**src/rtl/lsu_pkg.sv**
```systemverilog
`default_nettype none
// ---------------------------------------------------------------------------
// lsu_pkg : shared types and constants for the load/store controller
// Rev 1.0
// ---------------------------------------------------------------------------
package lsu_pkg;

  typedef enum logic [1:0] {
    IDLE  = 2'd0,
    BEAT0 = 2'd1,
    BEAT1 = 2'd2,
    RESP  = 2'd3
  } lsu_state_e;

  localparam logic [2:0] F3_B  = 3'b000;
  localparam logic [2:0] F3_H  = 3'b001;
  localparam logic [2:0] F3_W  = 3'b010;
  localparam logic [2:0] F3_BU = 3'b100;
  localparam logic [2:0] F3_HU = 3'b101;

  localparam logic [3:0] STRB_B = 4'b0001;
  localparam logic [3:0] STRB_H = 4'b0011;
  localparam logic [3:0] STRB_W = 4'b1111;

  function automatic logic f3_illegal(input logic is_store, input logic [2:0] f3);
    if (is_store) return !(f3 == F3_B || f3 == F3_H || f3 == F3_W);
    return (f3 == 3'b011 || f3 == 3'b110 || f3 == 3'b111);
  endfunction

endpackage
`default_nettype wire

```
**src/rtl/lsu_align.sv**
```systemverilog
`default_nettype none
// ---------------------------------------------------------------------------
// lsu_align : byte-lane strobes, store-data shift, load extract/extend
// Rev 1.0
// ---------------------------------------------------------------------------
module lsu_align
  import lsu_pkg::*;
(
  input  logic [2:0]  funct3,
  input  logic [1:0]  off,
  input  logic [31:0] st_data,
  input  logic [31:0] rdata_lo,
  input  logic [31:0] rdata_hi,
  output logic [3:0]  we_beat0,
  output logic [3:0]  we_beat1,
  output logic [31:0] wdata_beat0,
  output logic [31:0] wdata_beat1,
  output logic [31:0] ld_ext,
  output logic        misalign
);

  logic [3:0]  strb_base;
  logic [7:0]  strb_wide;
  logic [63:0] wdata_wide;
  logic [31:0] raw;

  always_comb begin
    strb_base = 4'b0000;
    case (funct3)
      F3_B, F3_BU: strb_base = STRB_B;
      F3_H, F3_HU: strb_base = STRB_H;
      F3_W:        strb_base = STRB_W;
      default:     strb_base = 4'b0000;
    endcase

    // The upper half of each wide shift is what spills into the second beat.
    strb_wide  = {4'b0000, strb_base} << off;
    wdata_wide = {32'd0, st_data} << {off, 3'b000};
    raw        = 32'({rdata_hi, rdata_lo} >> {off, 3'b000});

    misalign = (strb_base == STRB_H && off == 2'd3) ||
               (strb_base == STRB_W && off != 2'd0);

    case (funct3)
      F3_B:    ld_ext = {{24{raw[7]}}, raw[7:0]};
      F3_H:    ld_ext = {{16{raw[15]}}, raw[15:0]};
      F3_BU:   ld_ext = {24'd0, raw[7:0]};
      F3_HU:   ld_ext = {16'd0, raw[15:0]};
      default: ld_ext = raw;
    endcase
  end

  assign we_beat0    = strb_wide[3:0];
  assign we_beat1    = strb_wide[7:4];
  assign wdata_beat0 = wdata_wide[31:0];
  assign wdata_beat1 = wdata_wide[63:32];

endmodule
`default_nettype wire

```
**src/rtl/lsu_ctrl.sv**
```systemverilog
`default_nettype none
// ---------------------------------------------------------------------------
// lsu_ctrl : multi-cycle load/store controller towards a req/ack DMEM.
// `LSU_MISALIGN_SPLIT_EN splits misaligned accesses into two beats. Rev 1.0
// ---------------------------------------------------------------------------
module lsu_ctrl
  import lsu_pkg::*;
#(
  parameter int unsigned TIMEOUT_CYCLES = 0
) (
  input  logic        clk,
  input  logic        reset,
  input  logic        start,
  input  logic        is_store,
  input  logic [2:0]  funct3,
  input  logic [31:0] addr,
  input  logic [31:0] st_data,
  output logic        busy,
  output logic        done,
  output logic [31:0] ld_data,
  output logic        rd_we,
  output logic        misalign_err,
  output logic        bus_err,
  output logic        mem_req,
  output logic [31:0] mem_addr,
  output logic [3:0]  mem_we,
  output logic [31:0] mem_wdata,
  input  logic [31:0] mem_rdata,
  input  logic        mem_ack
);

`ifdef LSU_MISALIGN_SPLIT_EN
  localparam logic SPLIT_EN = 1'b1;
`else
  localparam logic SPLIT_EN = 1'b0;
`endif

  lsu_state_e  state_q, state_d;
  logic        is_store_q, is_store_d;
  logic [2:0]  funct3_q, funct3_d;
  logic [1:0]  off_q, off_d;
  logic [31:0] st_data_q, st_data_d;
  logic [31:0] rdata0_q, rdata0_d;
  logic [31:0] timer_q, timer_d;
  logic        busy_q, busy_d, done_q, done_d, rd_we_q, rd_we_d;
  logic        misalign_err_q, misalign_err_d, bus_err_q, bus_err_d;
  logic [31:0] ld_data_q, ld_data_d;
  logic        mem_req_q, mem_req_d;
  logic [31:0] mem_addr_q, mem_addr_d, mem_wdata_q, mem_wdata_d;
  logic [3:0]  mem_we_q, mem_we_d;

  // In IDLE the live inputs drive the aligner; afterwards the latched copies do.
  logic        idle, sel_store, sel_illegal, reject, split, ack, timed_out;
  logic [2:0]  sel_f3;
  logic [1:0]  sel_off;
  logic [31:0] sel_st, rdata_lo;
  logic [3:0]  we_beat0, we_beat1;
  logic [31:0] wdata_beat0, wdata_beat1, ld_ext;
  logic        misalign;

  assign idle        = (state_q == IDLE);
  assign sel_store   = idle ? is_store   : is_store_q;
  assign sel_f3      = idle ? funct3     : funct3_q;
  assign sel_off     = idle ? addr[1:0]  : off_q;
  assign sel_st      = idle ? st_data    : st_data_q;
  assign rdata_lo    = (state_q == BEAT1) ? rdata0_q : mem_rdata;
  assign sel_illegal = f3_illegal(sel_store, sel_f3);
  assign reject      = sel_illegal | (misalign & ~SPLIT_EN);
  assign split       = misalign & SPLIT_EN;
  assign ack         = mem_req_q & mem_ack;
  assign timed_out   = (TIMEOUT_CYCLES != 0) && (timer_q + 32'd1 == TIMEOUT_CYCLES);

  lsu_align u_align (
    .funct3      (sel_f3),
    .off         (sel_off),
    .st_data     (sel_st),
    .rdata_lo    (rdata_lo),
    .rdata_hi    (mem_rdata),
    .we_beat0    (we_beat0),
    .we_beat1    (we_beat1),
    .wdata_beat0 (wdata_beat0),
    .wdata_beat1 (wdata_beat1),
    .ld_ext      (ld_ext),
    .misalign    (misalign)
  );

  always_comb begin
    state_d        = state_q;
    is_store_d     = is_store_q;
    funct3_d       = funct3_q;
    off_d          = off_q;
    st_data_d      = st_data_q;
    rdata0_d       = rdata0_q;
    timer_d        = timer_q;
    busy_d         = busy_q;
    mem_req_d      = mem_req_q;
    mem_addr_d     = mem_addr_q;
    mem_we_d       = mem_we_q;
    mem_wdata_d    = mem_wdata_q;
    done_d         = 1'b0;
    ld_data_d      = 32'd0;
    rd_we_d        = 1'b0;
    misalign_err_d = 1'b0;
    bus_err_d      = 1'b0;

    case (state_q)
      IDLE: begin
        if (start) begin
          is_store_d = is_store;
          funct3_d   = funct3;
          off_d      = addr[1:0];
          st_data_d  = st_data;
          timer_d    = 32'd0;
          busy_d     = 1'b1;
          if (reject) begin
            state_d = RESP;
          end else begin
            state_d     = BEAT0;
            mem_req_d   = 1'b1;
            mem_addr_d  = {addr[31:2], 2'b00};
            mem_we_d    = is_store ? we_beat0 : 4'b0000;
            mem_wdata_d = is_store ? wdata_beat0 : 32'd0;
          end
        end
      end

      BEAT0, BEAT1: begin
        if (ack) begin
          timer_d = 32'd0;
          if (state_q == BEAT0 && split) begin
            state_d     = BEAT1;
            rdata0_d    = mem_rdata;
            mem_addr_d  = mem_addr_q + 32'd4;
            mem_we_d    = is_store_q ? we_beat1 : 4'b0000;
            mem_wdata_d = is_store_q ? wdata_beat1 : 32'd0;
          end else begin
            state_d     = RESP;
            busy_d      = 1'b0;
            done_d      = 1'b1;
            mem_req_d   = 1'b0;
            mem_addr_d  = 32'd0;
            mem_we_d    = 4'b0000;
            mem_wdata_d = 32'd0;
            ld_data_d   = is_store_q ? 32'd0 : ld_ext;
            rd_we_d     = ~is_store_q;
          end
        end else if (timed_out) begin
          state_d     = RESP;
          busy_d      = 1'b0;
          done_d      = 1'b1;
          bus_err_d   = 1'b1;
          mem_req_d   = 1'b0;
          mem_addr_d  = 32'd0;
          mem_we_d    = 4'b0000;
          mem_wdata_d = 32'd0;
        end else begin
          timer_d = timer_q + 32'd1;
        end
      end

      RESP: begin
        // Rejected accesses arrive here without a done yet; emit it one cycle later.
        if (!done_q) begin
          done_d         = 1'b1;
          busy_d         = 1'b0;
          bus_err_d      = sel_illegal;
          misalign_err_d = ~SPLIT_EN & ~sel_illegal;
        end else begin
          state_d = IDLE;
        end
      end

      default: state_d = IDLE;
    endcase
  end

  always_ff @(posedge clk or posedge reset) begin
    if (reset) begin
      state_q        <= IDLE;
      is_store_q     <= 1'b0;
      funct3_q       <= 3'b000;
      off_q          <= 2'b00;
      st_data_q      <= 32'd0;
      rdata0_q       <= 32'd0;
      timer_q        <= 32'd0;
      busy_q         <= 1'b0;
      done_q         <= 1'b0;
      ld_data_q      <= 32'd0;
      rd_we_q        <= 1'b0;
      misalign_err_q <= 1'b0;
      bus_err_q      <= 1'b0;
      mem_req_q      <= 1'b0;
      mem_addr_q     <= 32'd0;
      mem_we_q       <= 4'b0000;
      mem_wdata_q    <= 32'd0;
    end else begin
      state_q        <= state_d;
      is_store_q     <= is_store_d;
      funct3_q       <= funct3_d;
      off_q          <= off_d;
      st_data_q      <= st_data_d;
      rdata0_q       <= rdata0_d;
      timer_q        <= timer_d;
      busy_q         <= busy_d;
      done_q         <= done_d;
      ld_data_q      <= ld_data_d;
      rd_we_q        <= rd_we_d;
      misalign_err_q <= misalign_err_d;
      bus_err_q      <= bus_err_d;
      mem_req_q      <= mem_req_d;
      mem_addr_q     <= mem_addr_d;
      mem_we_q       <= mem_we_d;
      mem_wdata_q    <= mem_wdata_d;
    end
  end

  assign busy         = busy_q;
  assign done         = done_q;
  assign ld_data      = ld_data_q;
  assign rd_we        = rd_we_q;
  assign misalign_err = misalign_err_q;
  assign bus_err      = bus_err_q;
  assign mem_req      = mem_req_q;
  assign mem_addr     = mem_addr_q;
  assign mem_we       = mem_we_q;
  assign mem_wdata    = mem_wdata_q;

endmodule
`default_nettype wire

```
**config.mk**
```make
export PLATFORM = sky130hd
export DESIGN_NAME = lsu_ctrl
export DESIGN_NICKNAME = d
export VERILOG_FILES = /design/src/rtl/lsu_pkg.sv /design/src/rtl/lsu_align.sv /design/src/rtl/lsu_ctrl.sv
export SDC_FILE = /design/constraint.sdc
export NUM_CORES = 1
export LEC_CHECK = 0
export CAP_MARGIN = 20
export CORE_UTILIZATION = 30
export CTS_BUF_LIST = sky130_fd_sc_hd__clkbuf_4 sky130_fd_sc_hd__clkbuf_8 sky130_fd_sc_hd__clkbuf_16
export DETAILED_ROUTE_END_ITERATION = 8
export GPL_TIMING_DRIVEN = 1
export HOLD_SLACK_MARGIN = 0.02
export PLACE_DENSITY_LB_ADDON = 0.2
export SYNTH_ARGS = -nofsm -noshare
export SYNTH_HDL_FRONTEND = slang
export SYNTH_HIERARCHICAL = 1
export SYNTH_SLANG_ARGS = --single-unit
```
**constraint.sdc**
```tcl
create_clock -name clk -period 7.2 [get_ports clk]
set_input_delay 1.44 -clock clk [delete_from_list [all_inputs] [get_ports clk]]
set_output_delay 1.44 -clock clk [all_outputs]
set_load 0.005 [all_outputs]
```
After elaboration in Yosys (flattened, before gate mapping)
Index checks and enable logic that the tools add are counted.
{"block": "op_classes", "n_shift": 3, "bitwise": 4, "n_eq_ne": 18, "n_reduce_logical": 19, "mux": 47}
{"operator": "two-way mux 32 bit", "count": 11}
{"operator": "case mux 32 bit (2 select lines)", "count": 2}
{"operator": "case mux 32 bit (4 select lines)", "count": 1}
{"operator": "right shift 64 x 5 -> 32 bit", "count": 1}
{"operator": "<< shifter 32 x 5 -> 32 bit", "count": 1}
{"operator": "two-way mux 1 bit", "count": 17}
{"operator": "two-way mux 4 bit", "count": 4}
{"operator": "== test 3 bit (second input constant)", "count": 4}
{"operator": "case mux 4 bit (3 select lines)", "count": 1}
{"operator": "two-way mux 2 bit", "count": 5}
{"operator": "!= test 2 bit (second input constant)", "count": 5}
{"operator": "case mux 4 bit (2 select lines)", "count": 1}
{"operator": "== test 2 bit (second input constant)", "count": 3}
{"operator": "== test 3 x 2 -> 1 bit (second input constant)", "count": 2}
{"operator": "case mux 2 bit (3 select lines)", "count": 1}
{"operator": "AND reduction 3 bit", "count": 2}
{"operator": "OR reduction 2 bit", "count": 3}
{"operator": "logical OR 1 bit", "count": 5}
{"operator": "== test 4 x 2 -> 1 bit (second input constant)", "count": 1}
{"operator": "== test 4 bit (second input constant)", "count": 1}
{"operator": "case mux 1 bit (2 select lines)", "count": 2}
{"operator": "AND reduction 4 bit", "count": 1}
{"operator": "nonzero test 2 bit", "count": 2}
{"operator": "<< shifter 4 x 2 -> 4 bit", "count": 1}
{"operator": "other kinds (12)", "count": 14}
{"block": "totals", "regBits": 146, "output_inout_bits": 106, "in_bits": 104, "word_cells": 106}

Longest topological paths before layout
Gate-level depths: netlist of run 1.
{"block": "logic_depth", "ltp_word": 12, "depth_mapped": 16, "mapped_depth_nobuf": 11}

Cells and area by module
Netlist of run 1, hierarchy kept.
{"mod": "lsu_ctrl", "cells_per_inst": 428, "n_inst": 1, "area_per_inst_um2": 5899.4, "seq_area_each_um2": 3603.5}
{"mod": "lsu_align", "cells_per_inst": 251, "n_inst": 1, "area_per_inst_um2": 2130.8, "seq_area_each_um2": 0.0}

Least setup slack after synthesis of run 1
OpenSTA, ideal clock, no wires.
{"block": "synth_path", "path_kind": "in2reg", "startpoint": "in addr[1]", "endpoint": "reg mem_wdata_q[0] (netlist: mem_wdata[0])", "required_ps": 7135, "n_path_buf": 3, "setup_ps": 65, "path_stages": 10, "path_slack_ps": 3411, "t_arrival_ps": 3723, "path_cell_list": "mux2_2 -> buf_2 -> buf_4 -> nor2b_1 -> a21o_2 -> a21o_1 -> or3_4 -> nor4b_4 -> buf_6 -> a22o_1"}
{"block": "synth_between", "elab_chain_len": 7, "word_cells_on_any_way": 14, "classes_between": "eq/ne (2); shift (1); mux (5); bitwise (1); reduce/logical (5)"}
{"element": "start, declared", "line": "lsu_ctrl.sv:16", "rtl": "input logic [31:0] addr,"}
{"element": "two-way mux 2 bit (*)", "line": "lsu_ctrl.sv:64", "rtl": "assign sel_off = idle ? addr[1:0] : off_q;"}
{"element": "== test 2 bit or nonzero test 2 bit (tied branches)", "line": "lsu_align.sv:41, lsu_align.sv:42"}
{"element": "logical AND 1 bit (on tied branches)", "line": "lsu_align.sv:41, lsu_align.sv:42"}
{"element": "logical OR 1 bit (*)", "line": "lsu_align.sv:41", "rtl": "misalign = (strb_base == STRB_H && off == 2'd3) ||"}
{"element": "named net misalign", "line": "lsu_ctrl.sv:59", "rtl": "logic misalign;"}
{"element": "bitwise OR 1 bit (*)", "line": "lsu_ctrl.sv:68", "rtl": "assign reject = sel_illegal | (misalign & ~SPLIT_EN);"}
{"element": "!= test 2 bit (no line) (*)"}
{"element": "AND reduction 4 bit (no line) (*)"}
{"element": "end signal, assigned", "line": "lsu_ctrl.sv:213", "rtl": "mem_wdata_q <= mem_wdata_d;"}
{"element": "end, declared", "line": "lsu_ctrl.sv:49", "rtl": "logic [31:0] mem_addr_q, mem_addr_d, mem_wdata_q, mem_wdata_d;"}
The timed path passes the listed nets; every way through them passes the cells marked *. The select of a mux whose other input is x is not followed.
A chain may end at the register's enable or synchronous reset.

Final worst setup path of run 1
{"block": "layout_path", "startpoint": "in addr[1]", "endpoint": "reg mem_addr_q[3] (netlist: mem_addr[3])"}
{"block": "layout_between", "elab_chain_len": 7, "word_cells_on_any_way": 9, "classes_between": "eq/ne (2); mux (1); bitwise (1); reduce/logical (5)"}
{"element": "two-way mux 2 bit (*)", "line": "lsu_ctrl.sv:64"}
{"element": "named net sel_off[1]", "line": "lsu_ctrl.sv:55", "rtl": "logic [1:0] sel_off;"}
{"element": "== test 2 bit or nonzero test 2 bit (tied branches)", "line": "lsu_align.sv:41, lsu_align.sv:42"}
{"element": "logical AND 1 bit (on tied branches)", "line": "lsu_align.sv:41, lsu_align.sv:42"}
{"element": "logical OR 1 bit (*)", "line": "lsu_align.sv:41"}
{"element": "named net misalign", "line": "lsu_ctrl.sv:59"}
{"element": "bitwise OR 1 bit (*)", "line": "lsu_ctrl.sv:68"}
{"element": "!= test 2 bit (no line) (*)"}
{"element": "AND reduction 4 bit (no line) (*)"}
{"element": "end signal, assigned", "line": "lsu_ctrl.sv:211", "rtl": "mem_addr_q <= mem_addr_d;"}
{"element": "end, declared", "line": "lsu_ctrl.sv:49"}
The timed path passes the listed nets; every way through them passes the cells marked *.

==> impl_metrics.csv, run 1 <==
group,metric,value,unit
status,status,"finished, final reports clean",
clock_network,cts.path.max_buffers,2,
worst_setup_path,criticalPathCategory,"in2reg",
worst_setup_path,r2r-start,"state_q[0]",
sta,finalHoldViolCount,0,
sta,relSlewSlack,30.5,%
routing,wl_per_cell,18.3,um
worst_setup_path,crit_start,"addr[1]",
global_routing,grt_max_degree,79,
placed_design,pre_cts_slack,2560,ps
routing,route.antenna.remaining_nets,0,
finish,syn_to_final_growth,37.1,%
sta,report.final.slew_viol_count,0,
clock_network,clock-root-buffer,"clkbuf_16",
routing,wl,21.0,mm
sta,setup_tns,0,ps
synth,syn-cell-area,7680,um2
worst_setup_path,required,7550,ps
synth,netlist_instances,632,
clock_network,cts_max_level,4,
sta,clock.fmax,0.235,GHz
power,power_frac_seq,44.0,%
clock_network,ctsHoldBuffers,0,
placed_design,dpl.hpwl,14.3,mm
power,pwr-share-clk,49.5,%
finish,fill_cells,2395,
finish,drive_above_1_share,21.2,%
finish,multiInputGateArea,3760,um2
synth,synth_warnings,6,
routing,drtIter0Drc,324,
clock_network,clk_latency,420,ps
clock_network,cts_tree,"built",
sta,fin_crit_sh,59.1,%
power,sw_frac_of_total,22.1,%
routing,drcViolationCount,0,
floorplan,initial_core_util,30.5,%
clock_network,cts.sink_count,144,
worst_setup_path,cp_max_fo,64,
sta,clock_skew,10.9,ps
finish,nNetsFinal,917,
routing,vias,5637,
worst_setup_path,startpoint_type,"primary input",
floorplan,dieWidth,162,um
finish,antenna_cells,0,
min_path,hold_path_class,"reg2reg",
global_routing,grt_pass1_vias,5834,
floorplan,fp.dieH,162,um
clock_network,cts_setup_buffers,0,
sta,rsz0062_at_grt,"false",
global_routing,antenna_found_initial,0,
power,power_switching,407,uW
power,p_int,1430,uW
routing,dr.pass1.iters,5,
global_routing,overflow,0,
global_routing,grt_pass1_wl,33.5,mm
power,p_leak,0.00455,uW
placed_design,numPortBuffers,207,
worst_setup_path,timing.rr.end,"mem_addr[3]",
sta,setup_viol,0,
power,p_total,1840,uW
worst_setup_path,crit_arrival,4600,ps
finish,design_area,10500,um2
power,combPwrFrac,6.5,%
worst_setup_path,reg2reg_slack,3220,ps
synth,synth.avg_cell_area,12.2,um2
placed_design,detailed_place.area,9930,um2
sta,tightestPinTransition,1040,ps
clock_network,cts.reportedPaths.clkPinSlew,60,ps
global_routing,grtUsageTotal,16.7,%
routing,vias_per_cell,4.90,
floorplan,rows,58,
clock_network,numCtsBuffers,17,
sta,setup_slack,2940,ps
run,max-cap-violations,0,
floorplan,core,25200,um2
worst_setup_path,endpoint_kind,"flip-flop",
placed_design,gp_congestion,0.801,
floorplan,fp.dieArea,26200,um2
power,peakVddDrop,126,uV
min_path,whs_path_depth,1,
sta,fin_crit,4260,ps
finish,seq_area,3600,um2
worst_setup_path,worst_r2r_path_depth,12,
power,power_density,175,nW/um2
floorplan,ios,210,
clock_network,post_cts_resized,0,
worst_setup_path,worstSetupEndpoint,"mem_addr[3]",
placed cells by master, fill, tap and decap left out, types with 3 or more instances in the layout:
master           instances
a21o_1                   4
a21oi_1                 14
a22o_1                  67
and2_1                  43
buf_4                    7
bufinv_16                3
clkbuf_16               17
clkdlybuf4s50_1        207
clkinvlp_4               4
dfrtp_1                144
ha_1                     4
inv_1                    5
inv_6                    4
mux2_2                  79
mux2i_1                 17
mux4_2                  34
nand2_1                 37
nor2_1                  25
nor2b_1                 37
nor3_1                   3
o21ai_0                 19
o21ai_1                  6
o21ai_2                 10
how the worst min path moves through the flow:
stage             startpoint  slack [ps]            end
6_report       st_data_q[28]         500  st_data_q[28]
3_3_place_gp   st_data_q[10]         480  st_data_q[10]
4_1_cts        st_data_q[23]         500  st_data_q[23]
5_1_grt        st_data_q[30]         510  st_data_q[30]
2_1_floorplan    funct3_q[0]         470    funct3_q[0]
3_5_place_dp   st_data_q[22]         490  st_data_q[22]
flip-flops by register name, summed over array words and instances, names as in the netlist:
name          count
mem_wdata        32
rd_we             1
st_data_q        32
done              1
mem_req           1
misalign_err      1
state_q           2
ld_data          32
off_q             2
mem_we            4
funct3_q          3
is_store_q        1
bus_err           1
busy              1
mem_addr         30
power by group through the flow:
stage	Combinational (uW)	Clock, uW	Sequential (uW)
floorplan	43.9	0	825
global placement	121	0	824
detailed placement	121	0	825
CTS	122	939	809
global route	131	982	809
finish	120	912	810
per-stage QoR:
| step | hold WS (ps) | util, % | instances |
|---|---|---|---|
| 6_report | 501 | 41.8 | 1150 |
| 3_3_place_gp | 483 | 39.4 | 1119 |
| 4_1_cts | 503 | 41.8 | 1150 |
| 3_5_place_dp | 490 | 39.4 | 1119 |
| 2_1_floorplan | 471 | - | 633 |
| 5_1_grt | 515 | 41.8 | 1150 |
routing by layer:
layer  up-vias  GRT usage (%)  share of wire [%]
li1       2639              -                  -
met1      2804           22.2                 44
met2       174           26.8                 49
met3        20           3.86                5.8
met4         0           5.15                1.6
met5         -              0                  0
final cells by class:
cell class                 count  share of cell area [%]
tap                          330                    3.92
sequential                   144                    34.2
clock buffer                  19                    4.18
multi-input combinational    425                    35.7
timing repair buffer         214                    20.2
inverter                       6                   0.261
clock inverter                12                    1.52
worst max-delay path, stage by stage:
cell	delay, ps
clkdlybuf4s50_1	500
mux2_4	750
nor2b_1	300
a21o_2	160
a21o_1	130
inv_1	60
o211ai_1	110
a211o_2	200
buf_4	570
a22o_1	260
No activity file was read; power rests on OpenSTA's default activity.
==> inputs of run 2 (changes only) <==
Clock period 7.2 ns to 3.98 ns, I/O delays scaled along.
==> run 2 against run 1 <==
Via count increased by 1.1%. Die area unchanged. Worst hold slack got worse by 3.7 ps. Routed wire length about the same. Critical path depth unchanged. Clock-buffer cell count decreased by 2. Clock skew decreased by 2.6 ps. Highest routed layer unchanged. Sequential power increased by 80%. Largest power group unchanged. Clock power increased by 81%.
==> impl_metrics.csv, run 2 (same netlist as run 1, synthesis figures left out) <==
group,metric,value,unit
status,status,"finished, final reports clean",
placed_design,detailed_place.area,10100,um2
sta,setup_tns,0,ps
floorplan,fp.dieH,162,um
worst_setup_path,cp_max_fo,36,
clock_network,clock-root-buffer,"clkbuf_16",
clock_network,cts.path.max_buffers,2,
sta,report.final.slew_viol_count,0,
floorplan,rows,58,
worst_setup_path,crit_arrival,3600,ps
sta,clock.fmax,0.308,GHz
global_routing,grt_pass1_vias,5650,
run,max-cap-violations,0,
routing,vias_per_cell,4.89,
global_routing,grt_pass1_wl,32.6,mm
global_routing,grtUsageTotal,16.3,%
power,peakVddDrop,298,uV
sta,setup_viol,0,
finish,layout_common_cells,"clkdlybuf4s50_1, dfrtp_1, mux2_2",
worst_setup_path,required,4330,ps
clock_network,ctsHoldBuffers,0,
clock_network,cts.sink_count,144,
sta,fin_crit_sh,81.6,%
min_path,hold_path_class,"reg2reg",
clock_network,numCtsBuffers,17,
power,power_density,313,nW/um2
clock_network,post_cts_resized,0,
finish,drive_above_1_share,22.7,%
sta,finalHoldViolCount,0,
worst_setup_path,worst_r2r_path_depth,10,
sta,relSlewSlack,53.0,%
clock_network,cts.reportedPaths.clkPinSlew,60,ps
global_routing,grt_max_degree,59,
routing,drtIter0Drc,260,
sta,clock_skew,8.31,ps
finish,design_area,10700,um2
clock_network,cts_max_level,4,
floorplan,fp.dieArea,26200,um2
worst_setup_path,timing.rr.end,"mem_wdata[26]",
finish,nNetsFinal,930,
routing,route.antenna.remaining_nets,0,
placed_design,dpl.hpwl,14.9,mm
routing,vias,5697,
floorplan,core,25200,um2
sta,fin_crit,3250,ps
clock_network,cts_tree,"built",
finish,antenna_cells,0,
worst_setup_path,r2r-start,"state_q[0]",
floorplan,initial_core_util,30.5,%
clock_network,clk_latency,420,ps
routing,dr.pass1.iters,4,
worst_setup_path,endpoint_kind,"flip-flop",
placed_design,gp_congestion,0.763,
routing,drcViolationCount,0,
clock_network,cts_setup_buffers,0,
finish,syn_to_final_growth,39.0,%
global_routing,antenna_found_initial,1,
min_path,min_to,"funct3_q[0]",
floorplan,dieWidth,162,um
worst_setup_path,criticalPathCategory,"reg2reg",
worst_setup_path,startpoint_type,"flip-flop",
finish,final_common_cell,"clkdlybuf4s50_1",
worst_setup_path,reg2reg_slack,730,ps
routing,wl_per_cell,18.0,um
min_path,whs_path_depth,1,
min_path,worst_hold_startpoint,"funct3_q[0]",
sta,rsz0062_at_grt,"false",
power,p_leak,0.00465,uW
floorplan,ios,210,
placed_design,numPortBuffers,207,
global_routing,overflow,0,
routing,wl,21.0,mm
sta,tightestPinTransition,703,ps
## run 2: cell type report
cell class,count,area [um2]
clock inverter,15,171
fill,2350,14500
timing repair buffer,227,2270
sequential,144,3600
inverter,6,26.3
multi-input combinational,425,3770
clock buffer,17,425
tap,330,413
## run 2: where the power goes
group | switching (uW) | internal (uW)
Combinational | 86.6 | 136
Clock | 704 | 948
Sequential | 0.267 | 1460
## run 2: worst max path at each step
stage,startpoint,cells after the start,slack (ps),to
finish,state_q[0],10,730,mem_wdata[26]
CTS,state_q[0],11,740,mem_wdata[17]
global placement,funct3[1],9,570,mem_wdata[21]
global route,state_q[0],10,600,mem_wdata[12]
floorplan,state_q[0],14,410,mem_wdata[0]
detailed placement,funct3[1],10,530,mem_wdata[27]
## run 2: worst max-delay path: stages (launching register included)
cell     delay [ps]
dfrtp_1         400
inv_1           140
ha_2            410
mux2_2          410
nor3b_1         180
a21o_2          200
a21o_1          180
or3_4           410
nor4b_4         210
buf_4           410
a22o_1          200
## run 2: stage by stage
| step | instances | hold slack, ps | util [%] | setup WS, ps | total power (uW) |
|---|---|---|---|---|---|
| 3_5_place_dp | 1131 | 487 | 40.0 | 532 | 1710 |
| 3_3_place_gp | 1131 | 478 | 40.0 | 566 | 1710 |
| 4_1_cts | 1163 | 502 | 42.3 | 735 | 3380 |
| 5_1_grt | 1164 | 515 | 42.4 | 596 | 3470 |
| 2_1_floorplan | 633 | 471 | - | 406 | 1570 |
| 6_report | 1164 | 497 | 42.4 | 731 | 3340 |
## run 2: layer usage
| metal | global-route usage [%] | routed length, um | up-vias |
|---|---|---|---|
| met5 | 0 | 0 | - |
| met4 | 5.87 | 378 | 0 |
| met3 | 3.35 | 933 | 25 |
| met2 | 26.4 | 10400 | 149 |
| met1 | 21.6 | 9290 | 2850 |
| li1 | - | - | 2673 |
==> inputs of run 3 (changes only) <==
Clock period 3.98 ns to 3.29 ns, I/O delays scaled along.
==> run 3 against run 2 <==
Worst hold slack got worse by 3.0 ps. Via count fell by 0.25%. Combinational power rose by 19%. Critical path depth rose by 2. First-iteration DRC count did not move. Clock-buffer cell count rose by 1. Global-route usage barely moved. Fmax rose by 12%. Sequential cell count did not move. Routed wire length fell by 0.16%. Setup slack got worse by 350 ps.
==> impl_metrics.csv, run 3 (same netlist as run 1, synthesis figures left out) <==
group,metric,value,unit
status,status,"finished, final reports clean",
sta,report.final.slew_viol_count,0,
floorplan,initial_core_util,30.5,%
finish,fin_util,42.5,%
power,power_frac_seq,45.6,%
clock_network,clock-root-buffer,"clkbuf_16",
finish,fill_cells,2381,
global_routing,grt_pass1_wl,32.9,mm
power,sw_frac_of_total,24.6,%
floorplan,dieWidth,162,um
sta,fin_hold_ws,494,ps
power,p_total,3890,uW
routing,drcViolationCount,0,
floorplan,fp.dieH,162,um
finish,antenna_cells,0,
power,combPwrFrac,6.8,%
sta,tightestPinTransition,832,ps
global_routing,grtUsageTotal,16.3,%
worst_setup_path,cpMostUsedCell,"a21o_1",
clock_network,cts_tree,"built",
worst_setup_path,r2r-start,"state_q[1]",
finish,drive_above_1_share,23.2,%
routing,wl,21.0,mm
power,power_switching,955,uW
worst_setup_path,worst_r2r_path_depth,12,
worst_setup_path,path_cells,"inv_1, ha_2, buf_4, nor2b_1, a21o_1, nor3b_1, a21o_2, a21o_1, or3_4, nor4b_4, buf_12, a22o_1",
run,max-cap-violations,0,
worst_setup_path,path_buf_inv,3,
clock_network,numCtsBuffers,17,
floorplan,core,25200,um2
global_routing,grt_pass1_vias,5757,
global_routing,overflow,0,
placed_design,numPortBuffers,207,
placed_design,dpl.hpwl,14.4,mm
finish,layout_common_cells,"clkdlybuf4s50_1, dfrtp_1, mux2_2",
sta,setup_slack,379,ps
min_path,hold_path_class,"reg2reg",
floorplan,ios,210,
routing,route.antenna.remaining_nets,0,
sta,finalHoldViolCount,0,
worst_setup_path,criticalPathCategory,"reg2reg",
finish,final_common_cell,"clkdlybuf4s50_1",
worst_setup_path,cp.depth,12,
routing,vias_per_cell,4.87,
clock_network,ctsHoldBuffers,0,
worst_setup_path,cp_max_fo,36,
clock_network,post_cts_resized,0,
worst_setup_path,reg2reg_slack,380,ps
power,peakVddDrop,298,uV
sta,setup_viol,0,
worst_setup_path,endpoint_kind,"flip-flop",
routing,drtIter0Drc,260,
worst_setup_path,startpoint_type,"flip-flop",
finish,syn_to_final_growth,39.2,%
finish,nNetsFinal,934,
routing,wl_per_cell,17.9,um
power,pwr-share-clk,47.6,%
clock_network,cts_max_level,4,
sta,setup_tns,0,ps
routing,dr.pass1.iters,4,
sta,fin_crit,2910,ps
floorplan,rows,58,
power,p_int,2930,uW
sta,clock_skew,14.4,ps
clock_network,clk_latency,420,ps
clock_network,cts.reportedPaths.clkPinSlew,70,ps
worst_setup_path,crit_slowest_cell,"dfrtp_1",
power,power_density,363,nW/um2
sta,relSlewSlack,44.5,%
worst_setup_path,crit_start,"state_q[1]",
worst_setup_path,crit_arrival,3270,ps
worst_setup_path,required,3640,ps
clock_network,cts_setup_buffers,0,
worst_setup_path,worstSetupEndpoint,"mem_wdata[6]",
clock_network,cts.sink_count,144,
worst_setup_path,timing.rr.end,"mem_wdata[6]",
sta,rsz0062_at_grt,"false",
global_routing,grt_max_degree,145,
min_path,worst_hold_startpoint,"funct3_q[0]",
worst_setup_path,critical_path.top_delay_family,"simple AND/OR/NAND/NOR gates",
placed_design,gp_congestion,0.749,
floorplan,fp.dieArea,26200,um2
sta,fin_crit_sh,88.5,%
sta,clock.fmax,0.343,GHz
global_routing,antenna_found_initial,0,
worst_setup_path,slowest_delay,420,ps
placed_design,pre_cts_slack,107,ps
clock_network,cts.path.max_buffers,2,
power,p_leak,0.00464,uW
routing,vias,5683,
==> run 3: cell types whose count changed in the layout (fill, tap and decap cells not counted), sizes merged <==
cell	change
clkbuf	+1
clkinv	+1
inv	-2
buf	+4
clkinvlp	+2
bufinv	-2
==> run 3: layout make-up <==
| cell class | count | area [um2] | area share, % |
|---|---|---|---|
| multi-input combinational | 425 | 3770 | 35.2 |
| sequential | 144 | 3600 | 33.7 |
| tap | 330 | 413 | 3.86 |
| clock buffer | 18 | 433 | 4.05 |
| clock inverter | 14 | 121 | 1.14 |
| inverter | 6 | 26.3 | 0.246 |
| timing repair buffer | 231 | 2330 | 21.8 |
==> run 3: how the worst min path moves through the flow <==
| stage | end | slack, ps | depth (start not counted) |
|---|---|---|---|
| finish | funct3_q[0] | 490 | 1 |
| global route | st_data_q[19] | 510 | 1 |
| CTS | funct3_q[0] | 500 | 1 |
| detailed placement | funct3_q[0] | 480 | 1 |
| global placement | st_data_q[13] | 480 | 1 |
| floorplan | funct3_q[0] | 470 | 1 |
==> run 3: power groups by stage <==
| stage | clock network (uW) | registers, uW | logic (uW) |
|---|---|---|---|
| 6_report | 1850 | 1770 | 264 |
| 5_1_grt | 1980 | 1770 | 288 |
| 4_1_cts | 1920 | 1770 | 269 |
| 3_5_place_dp | 0 | 1800 | 268 |
| 3_3_place_gp | 0 | 1800 | 268 |
| 2_1_floorplan | 0 | 1800 | 96.3 |
==> run 3: metrics by stage <==
| step | instances | instance area (um2) |
|---|---|---|
| 2_1_floorplan | 633 | 7720 |
| 3_3_place_gp | 1136 | 10100 |
| 3_5_place_dp | 1136 | 10100 |
| 4_1_cts | 1168 | 10700 |
| 5_1_grt | 1168 | 10700 |
| 6_report | 1168 | 10700 |
==> run 3: metal layers <==
metal,global-route usage (%),wire (um),up-vias
met5,0,0,-
met4,5.06,331,0
met3,2.81,836,25
met2,26.5,10300,142
met1,22.2,9470,2844
li1,-,-,2672
==> RTL edit, RTL diff (settings of run 2) <==
Encoding of `lsu_state_e`: now Gray code (2 bits for 4 states).
--- a/src/rtl/lsu_pkg.sv
+++ b/src/rtl/lsu_pkg.sv
@@ -7,8 +7,8 @@
 
   typedef enum logic [1:0] {
-    IDLE  = 2'd0,
-    BEAT0 = 2'd1,
-    BEAT1 = 2'd2,
-    RESP  = 2'd3
+    IDLE  = 2'b00,
+    BEAT0 = 2'b01,
+    BEAT1 = 2'b11,
+    RESP  = 2'b10
   } lsu_state_e;
 
Function: same outputs for any inputs over 4 cycles, from zero or initial values and one cycle with reset high; so few cycles prove little.
==> RTL edit against run 2 <==
- area after synthesis grew 1.6%
- setup slack got worse by 190 ps
- sequential cell count unchanged
- count of clock-buffer cells in the layout did not move
- cell area up 0.38%
- routed wire length increased by 8.2%
- die area up 1.6%
- sequential share of layout area fell by 0.13 points
- critical endpoint is now mem_addr[14]
Power is not compared: it rests on default switching activity, and its combinational part moved more than twofold at a synthesized area within 25%.
==> RTL edit: results <==
metrics = {
    "grt": {
        "grt_pass1_wl_um": 35800,
        "grt_max_degree": 145,
        "grt_util_all_layers_pct": 17.5,
        "grt_pass1_vias": 6125,
        "grt_antenna_before_repair": 0,
    },
    "route": {
        "drtPass1Iterations": 8,
        "drtIter0Drc": 417,
        "wl_um": 22700,
        "avgViaCountPerCell": 4.86,
    },
    "outcome": {
        "status": "finished clean",
    },
    "pwr": {
        "power.leakage_nw": 4.64,
        "p_sw_w": 0.00325,
    },
    "place": {
        "dpl.hpwl_um": 14900,
        "place_area_um2": 10100,
        "gp_congestion": 0.785,
    },
    "timing": {
        "worst_pin_slew_ps": 960,
        "skew_ps": 9.36,
    },
    "clock_tree": {
        "post_cts_resized": 0,
        "cts_buffers": 17,
    },
    "die": {
        "die-area_um2": 26700,
    },
    "cells_and_area": {
        "antennaDiodeCount": 0,
        "layout.nets": 1043,
        "drive_gt1_share_pct": 16.5,
    },
    "worst_setup_path": {
        "r2r_slack_ps": 540,
        "cp.arrival_ps": 3730,
        "cp_max_fo": 32,
    },
}
==> RTL edit: worst paths after layout <==
kind                               from      endpoint  depth (start not counted)
min in group asynchronous         reset    ld_data[2]                          3
max in group asynchronous         reset  mem_wdata[2]                          3
hold reg to reg            st_data_q[6]  st_data_q[6]                          2
setup reg to reg             state_q[0]  mem_addr[14]                         11
setup / recovery             state_q[0]  mem_addr[14]                         11
hold / removal             st_data_q[6]  st_data_q[6]                          2
==> RTL edit: worst max-delay path, cell delays in order, from the launching register on <==
cell     delay, ps
dfrtp_1        570
nor2_4         190
buf_4          380
mux2_4         360
nor2b_1        160
a21o_2         210
a21o_1         190
and3b_1        270
buf_4          340
and2_1         170
buf_4          290
o21ai_0        150
==> RTL edit: layout make-up <==
| cell class | instances | area (µm²) |
|---|---|---|
| repair buffers | 226 | 2240 |
| fillers | 2455 | 14600 |
| well taps | 330 | 413 |
| flip-flops and latches | 144 | 3600 |
| clock inverters | 15 | 149 |
| clock buffers | 17 | 425 |
| multi-input cells | 547 | 3870 |
| inverters | 3 | 15.0 |
==> RTL edit: per-layer routing <==
layer / up-vias / global-route usage (%) / part of all wire (%)
met3: 15 / 5.03 / 7.3
li1: 2987 / - / -
met1: 3021 / 24.3 / 46
met2: 209 / 26.4 / 46
met5: - / 0 / 0
met4: 0 / 5.01 / 1.5
==> RTL edit: stage by stage <==
stage / std cells / power [W] / util [%] / hold slack (ps) / setup slack (ps)
after floorplan: 761 / 0.00535 / - / 442 / 654
final: 1282 / 0.00828 / 42.3 / 470 / 538
after global placement: 1250 / 0.00678 / 40.1 / 453 / 235
after global routing: 1282 / 0.00895 / 42.3 / 492 / 304
after CTS: 1282 / 0.00842 / 42.3 / 475 / 498
after detailed placement: 1250 / 0.00681 / 40.1 / 458 / 151
